$ cat config.mk
export PLATFORM = sky130hd
export DESIGN_NAME = alu_op_dispatch
export DESIGN_NICKNAME = d
export VERILOG_FILES = /design/src/rtl/alu_op_dispatch.sv
export SDC_FILE = /design/constraint.sdc
export NUM_CORES = 1
export LEC_CHECK = 0
export BUFFER_PORTS_ARGS = -buffer_cell sky130_fd_sc_hd__buf_2
export CORE_UTILIZATION = 48
export CTS_CLUSTER_DIAMETER = 80
export DETAILED_ROUTE_END_ITERATION = 16
export PLACE_DENSITY_LB_ADDON = 0.1
export SLEW_MARGIN = 20
export SYNTH_ARGS = -nofsm -noshare
export SYNTH_HDL_FRONTEND = slang
export SYNTH_SLANG_ARGS = --single-unit
$ cat constraint.sdc
create_clock -name clk -period 4.15 [get_ports clk]
set_input_delay 0.2075 -clock clk [delete_from_list [all_inputs] [get_ports clk]]
set_output_delay 0.2075 -clock clk [all_outputs]
set_load 0.01 [all_outputs]
$ cat src/rtl/alu_op_dispatch.sv
// Dispatch stage in front of the ALU units: accepts one request, enables exactly one unit
// for a single cycle, captures that unit's result and offers it on a valid/ready response port.
module alu_op_dispatch #(
   parameter int WIDTH = 4,
   parameter int CNT_W = 8
) (
   input  logic             clk,
   input  logic             rst_n,
   input  logic             req_valid,
   output logic             req_ready,
   input  logic [1:0]       req_op,
   input  logic [WIDTH-1:0] req_a,
   input  logic [WIDTH-1:0] req_b,
   output logic [WIDTH-1:0] unit_a,
   output logic [WIDTH-1:0] unit_b,
   output logic             en_or,
   output logic             en_and,
   output logic             en_xor,
   output logic             en_add,
   input  logic [WIDTH-1:0] res_or,
   input  logic [WIDTH-1:0] res_and,
   input  logic [WIDTH-1:0] res_xor,
   input  logic [WIDTH:0]   res_add,
   output logic             rsp_valid,
   input  logic             rsp_ready,
   output logic [WIDTH-1:0] rsp_data,
   output logic [1:0]       rsp_op,
   output logic             rsp_zero,
   output logic             rsp_carry,
   output logic [CNT_W-1:0] ops_done
);

   typedef enum logic [1:0] {IDLE, EXEC, DONE} state_t;

   localparam logic [1:0] OP_OR  = 2'b00;
   localparam logic [1:0] OP_AND = 2'b01;
   localparam logic [1:0] OP_XOR = 2'b10;
   localparam logic [1:0] OP_ADD = 2'b11;

   state_t           state;
   logic [1:0]       op_q;
   logic             req_fire;
   logic             rsp_fire;
   logic [WIDTH-1:0] sel_data;
   logic             sel_carry;

   // NOTE: every signal assigned in always_comb gets a default first, so no path can infer a latch.
   always_comb begin
      req_ready = 1'b0;
      case (state)
         IDLE:    req_ready = 1'b1;
         DONE:    req_ready = rsp_ready;
         default: req_ready = 1'b0;
      endcase
   end

   assign req_fire = req_valid & req_ready;
   assign rsp_fire = rsp_valid & rsp_ready;

   assign en_or  = (state == EXEC) && (op_q == OP_OR);
   assign en_and = (state == EXEC) && (op_q == OP_AND);
   assign en_xor = (state == EXEC) && (op_q == OP_XOR);
   assign en_add = (state == EXEC) && (op_q == OP_ADD);

   // Only the enabled unit's bus is looked at; the others may be X.
   always_comb begin
      sel_data  = '0;
      sel_carry = 1'b0;
      case (op_q)
         OP_OR:   sel_data = res_or;
         OP_AND:  sel_data = res_and;
         OP_XOR:  sel_data = res_xor;
         default: begin
            sel_data  = res_add[WIDTH-1:0];
            sel_carry = res_add[WIDTH];
         end
      endcase
   end

   // NOTE: sequential state uses non-blocking assignments so every register samples pre-edge values.
   always_ff @(posedge clk or negedge rst_n) begin
      if (!rst_n) begin
         state     <= IDLE;
         op_q      <= OP_OR;
         unit_a    <= '0;
         unit_b    <= '0;
         rsp_valid <= 1'b0;
         rsp_data  <= '0;
         rsp_op    <= '0;
         rsp_zero  <= 1'b0;
         rsp_carry <= 1'b0;
         ops_done  <= '0;
      end else begin
         case (state)
            IDLE: begin
               if (req_fire) begin
                  op_q   <= req_op;
                  unit_a <= req_a;
                  unit_b <= req_b;
                  state  <= EXEC;
               end
            end
            EXEC: begin
               rsp_data  <= sel_data;
               rsp_op    <= op_q;
               rsp_zero  <= (sel_data == '0);
               rsp_carry <= sel_carry;
               rsp_valid <= 1'b1;
               state     <= DONE;
            end
            DONE: begin
               if (rsp_fire) begin
                  ops_done  <= ops_done + 1'b1;
                  rsp_valid <= 1'b0;
                  // req_ready follows rsp_ready here, so a new request can only land with the handshake.
                  if (req_fire) begin
                     op_q   <= req_op;
                     unit_a <= req_a;
                     unit_b <= req_b;
                     state  <= EXEC;
                  end else begin
                     state <= IDLE;
                  end
               end
            end
            default: state <= IDLE;
         endcase
      end
   end

endmodule

== Yosys cells after proc, flatten, opt, wreduce, memory -nomap -nowiden ==
Index checks and enable logic that the tools add are counted.
Word-level totals
  register bits after elaboration: 29
  bits of input ports: 31
  logic and storage cells: 52
Operators by class
  add/subtract/negate cells: 1
  equal/unequal tests: 7
  multiplexer cells: 18
  bitwise gates (word level): 2
  reduce and logical (&&, ||, !) cells: 14
Operators by type and width (number)
  4-bit 2-to-1 mux: 4
  4-bit case mux with 2 select lines: 2
  4-bit case mux with 3 select lines: 1
  8-bit by 1-bit adder with 8-bit output (second input constant): 1
  2-bit 2-to-1 mux: 4
  2-bit AND reduction: 4
  2-bit equality test (second input constant): 3
  2-bit case mux with 3 select lines: 1
  2-bit by 1-bit equality test with 1-bit output (second input constant): 2
  1-bit logical AND: 4
  2-bit logical NOT: 2
  4-bit logical NOT: 1
  2-bit != test (second input constant): 2
  1-bit case mux with 2 select lines: 2
  2-bit case mux with 2 select lines: 1
  2-bit nonzero test: 2
  1-bit 2-to-1 mux: 3
  3-bit OR reduction: 1
  1-bit bitwise AND: 2

== Depth between registers and ports, before layout ==
  depth in word-level cells: 6
  gate-level depth with buffers: 4
  depth with buffers taken out: 4

== Worst setup path before layout ==
Ideal clock, no wire load.
  path type: register to register
  start: register op_q[0]
  end: register rsp_zero
  arrival time: 1.558 ns
  required time: 4.073 ns
  slack: 2.515 ns
  stages on the path, launching flop included: 5
  path buffers: 1
  period minus slack after synthesis: 1.635 ns
  cell sequence: dfrtp_1 -> buf_6 -> mux4_2 -> or4_1 -> o21ai_1
On the way
  cells in the longest elaborated chain, start to end: 3
RTL lines
  from (decl): RTL line 41  | logic [1:0] op_q;
  from (signal assigned): RTL line 97  | op_q <= req_op;
  from (signal assigned): RTL line 117  | op_q <= req_op;
  2-bit equality test (tied with other cells): RTL line 69  | case (op_q)
  4-bit case mux with 3 select lines *: RTL line 69
  4-bit logical NOT *: RTL line 106  | rsp_zero <= (sel_data == '0);
  to (signal assigned): RTL line 106
  to (decl): RTL line 28  | output logic rsp_zero,
Mark *: on every way between the ends. The rest lies on a longest branch, timed or not.
A chain may end at the register's enable or synchronous reset.

== Worst setup path after layout ==
  start: register state[0]
  end: register unit_a[3]
On the way
  cells in the longest elaborated chain, start to end: 6
RTL lines
  from (decl): RTL line 40  | state_t state;
  from (signal assigned): RTL line 83  | state <= IDLE;
  from (signal assigned): RTL line 100  | state <= EXEC;
  from (signal assigned): RTL line 109  | state <= DONE;
  2-bit equality test or 2-bit logical NOT (tied branches): RTL line 50, 94
  1-bit case mux with 2 select lines: RTL line 50  | case (state)
  1-bit bitwise AND: RTL line 57  | assign req_fire = req_valid & req_ready;
  4-bit 2-to-1 mux (2 in a row)
  4-bit case mux with 2 select lines: RTL line 94  | case (state)
  to (signal assigned): RTL line 98  | unit_a <= req_a;
  to (signal assigned): RTL line 118  | unit_a <= req_a;
  to (decl): RTL line 14  | output logic [WIDTH-1:0] unit_a,
Parallel ways exist; a longest one is shown, timed or not. The select of a mux whose other input is x is not followed.

==> results.md <==
- Die Ht: 53.5 um
- # setup viols final: 0
- CTS Sinks: 29
- Power consumption: 1.09 mW
- Worst path cell trace: nand2b_1 -> a21oi_1 -> mux2_2
- WHS: 0.119 ns
- Initial Util: 51.0%
- Port-buffer cells: 60
- Number of core rows: 18
- Final worst path period need: 1.87 ns
- Area grow syn2layout: 29.3%
- ANT nets after route: 0
- CTS tree: yes
- Syn nets: 130
- CP Buf/Inv Count: 0
- First-pass GRT wire length: 3480 um
- Internal cell power: 0.699 mW
- Clk pwr share: 14.3%
- Crit-path max FO: 11
- Critical path endpoint: unit_a[3]
- HPWL after DPL: 1810 um
- DRT iter0 DRCs: 1
- Tot GR Track Use: 18.0%
- Switch share: 35.7%
- FF+latch count, synth: 29
- Fillers: 206
- Die width: 53.5 um
- Origin of the worst setup path: state[0]
- Avg Cell Area, Syn: 13.0 um^2
- CP arrival: 2.08 ns
- Post-Synthesis Cell Area: 1270 um^2
- Status: finished clean
- CP Depth: 3
- Post-Route WL: 2390 um
- GPL Wtd Cong: 0.720
- Yosys top cell area share: 57.0%
- Die area: 2860 um^2
- TritonCTS Buffers: 5
- Combinational power share: 39.2%
- Kind of end point of the critical path: register
- Area of the core: 2500 um^2
- Critical path's largest stage delay: 0.75 ns
- Cell family with most CP delay: compound AO/OA/AOI/OAI gates
- Top Ports: 61
- FF-to-FF End: unit_a[3]
- Fmax: 534 MHz
- Fin. Hold Viols: 0
- WL per Instance: 12.4 um
- Min-delay worst type: in2reg
- Worst skew pair latency: 0.31 ns
- Final setup TNS: 0 ns
- Unrepaired setup endpoints after global routing: no
- Synth cell types: 25
- Worst slew pin tran: 0.976 ns
- Nets: 194
- Vias in the first global route: 808
- Largest net degree at the start of global routing: 30
- Maximum vdd ir drop: 0.000385 V
- Slowest-stage cell, CP: a21oi_1
- Crit path launch type: register
- Max Cap Violations: 0
- Largest cells by area after synthesis: dfrtp_1 (57%), mux2_2 (13%), mux4_2 (5.3%), xor2_1 (3.4%), nand2_1 (2.9%)
- Clock Skew: 0.00395 ns
- Drt first pass iters: 4
- Sequential Power Share: 46.5%
- Reg clk slew, reported paths: 0.08 ns
- Root Driver: clkbuf_4
- Clock buffer depth: 2
- Leak Pwr: 0.855 nW
- Htree depth: 2
- Final period util: 45.2%
- Max_slew headroom: 34.9%
- Req. time, crit path: 4.35 ns
- R2R setup slack: 2.28 ns
- Launching point of the worst reg2reg path: state[0]
- Fin. max-slew vios: 0
- Grt ovf: 0
- CP Class: reg2reg
- Mean number of vias per cell: 5.11
- Area of the multi-input gates: 509 um^2
- Cell Pwr Density: 660 nW/um^2
- Share of layout cells above drive strength 1: 50.9%
- Initial antenna violation count: 0
- Sequential-to-total area share from yosys stat: 57.0%
- Via count: 987
- Diodes inserted: 0
- # DRC: 0
- Worst R2R Path Depth: 3
- Psw: 0.387 mW
- Cell count after synthesis: 98
- Register area: 726 um^2
- Synth Warn #: 0
- Yosys top cell by area: dfrtp_1
[synth_stat cells]
library cell,n
mux4_1,1
inv_1,4
a22o_1,1
nand2_1,10
mux2_2,15
nand3_1,2
buf_6,1
or4_1,1
nand4_1,1
o21ai_1,1
nor3_1,3
xnor2_1,2
nand2b_1,2
a21oi_1,2
dfrtp_1,29
nor2_1,5
nand4b_1,1
ha_1,1
buf_2,1
xor2_1,5
o21ai_0,1
mux4_2,3
clkbuf_1,2
nand3b_1,2
nor4_1,2
[what timing repair did]
| action | CTS | global route |
|---|---|---|
| setup buffers | 0 | 0 |
| resized for setup | 0 | 0 |
| endpoints found under the hold margin | 29 | 0 |
| hold buffers | 1 | 0 |
[power groups by stage]
stage                     sequential (mW)  combinational (mW)  clock, mW
after global routing                0.527               0.467      0.174
after detailed placement            0.512               0.430          0
after CTS                           0.507               0.433      0.161
final                               0.505               0.426      0.155
after global placement              0.504               0.420          0
after floorplan                     0.530               0.251          0
[worst min path at each step]
| stage | end | start | cells past startpoint | slack [ns] |
|---|---|---|---|---|
| 6_report | op_q[0] | req_op[0] | 2 | 0.12 |
| 5_1_grt | rsp_carry | res_add[4] | 2 | 0.09 |
| 4_1_cts | rsp_carry | res_add[4] | 2 | 0.10 |
| 3_5_place_dp | ops_done[4] | rst_n | 1 | 0.26 |
| 3_3_place_gp | ops_done[4] | rst_n | 1 | 0.26 |
| 2_1_floorplan | op_q[0] | rst_n | 0 | -0.09 |
[cell usage in the layout, fill, tap and decap left out, drive strengths merged]
cell type and count:
a21oi 2, a22o 1, buf 60, clkbuf 8, dfrtp 29, dlygate4sd3 1, ha 1, inv 4
mux2 15, mux4 4, nand2 10, nand2b 2, nand3 2, nand3b 2, nand4 1, nand4b 1
nor2 5, nor3 3, nor4 2, o21ai 2, or4 1, xnor2 2, xor2 5
[worst reg2reg max path: cells and delay by family, from the launching register on]
family             cells  cell delay, ns
DFF                    1            0.43
muxes                  1            0.43
and+or+nand+nor        1            0.16
AOI/OAI and AO/OA      1            0.75
[registers in the layout, indices dropped and copies added, names as in the netlist, 2 cells and up]
name	count
op_q	2
ops_done	8
rsp_data	4
unit_a	4
state	2
rsp_op	2
unit_b	4
[cell type report]
cell class	instances	area share, %
inverter	4	0.912
multi-input combinational	61	30.9
sequential	29	44.1
tap	30	2.28
timing repair buffer	61	18.8
clock buffer	8	2.96
[through the flow]
stage | worst slack (ns) | utilization (%) | instance area, um^2 | std cells
4_1_cts | 2.23 | 65.9 | 1650 | 193
3_3_place_gp | 2.34 | 63.5 | 1590 | 184
5_1_grt | 2.13 | 65.9 | 1650 | 193
6_report | 2.28 | 65.9 | 1650 | 193
2_1_floorplan | 2.52 | - | 1270 | 98
3_5_place_dp | 2.27 | 63.5 | 1590 | 184
[cell families (layout without fill, tap and decap cells)]
| logic type | after synthesis | count (layout) | synth area share, % |
|---|---|---|---|
| XOR/XNOR | 7 | 7 | 4.81 |
| adder cells (fa/ha/maj) | 1 | 1 | 0.982 |
| multiplexers | 19 | 19 | 20.6 |
| AO/OA/AOI/OAI | 5 | 5 | 2.26 |
| AND/OR/NAND/NOR | 29 | 29 | 11.3 |
| buffers and inverters | 8 | 73 | 3.04 |
| flip-flops | 29 | 29 | 57.0 |
[metal layers]
metal  vias up  track usage (%)  share of wire (%)
li1        470                -                  -
met1       473             21.9                 43
met2        39             27.3                 50
met3         5             6.61                5.9
met4         0             10.5                1.3
met5         -                0                  0
Note: power is estimated with default switching activity, not from simulation.
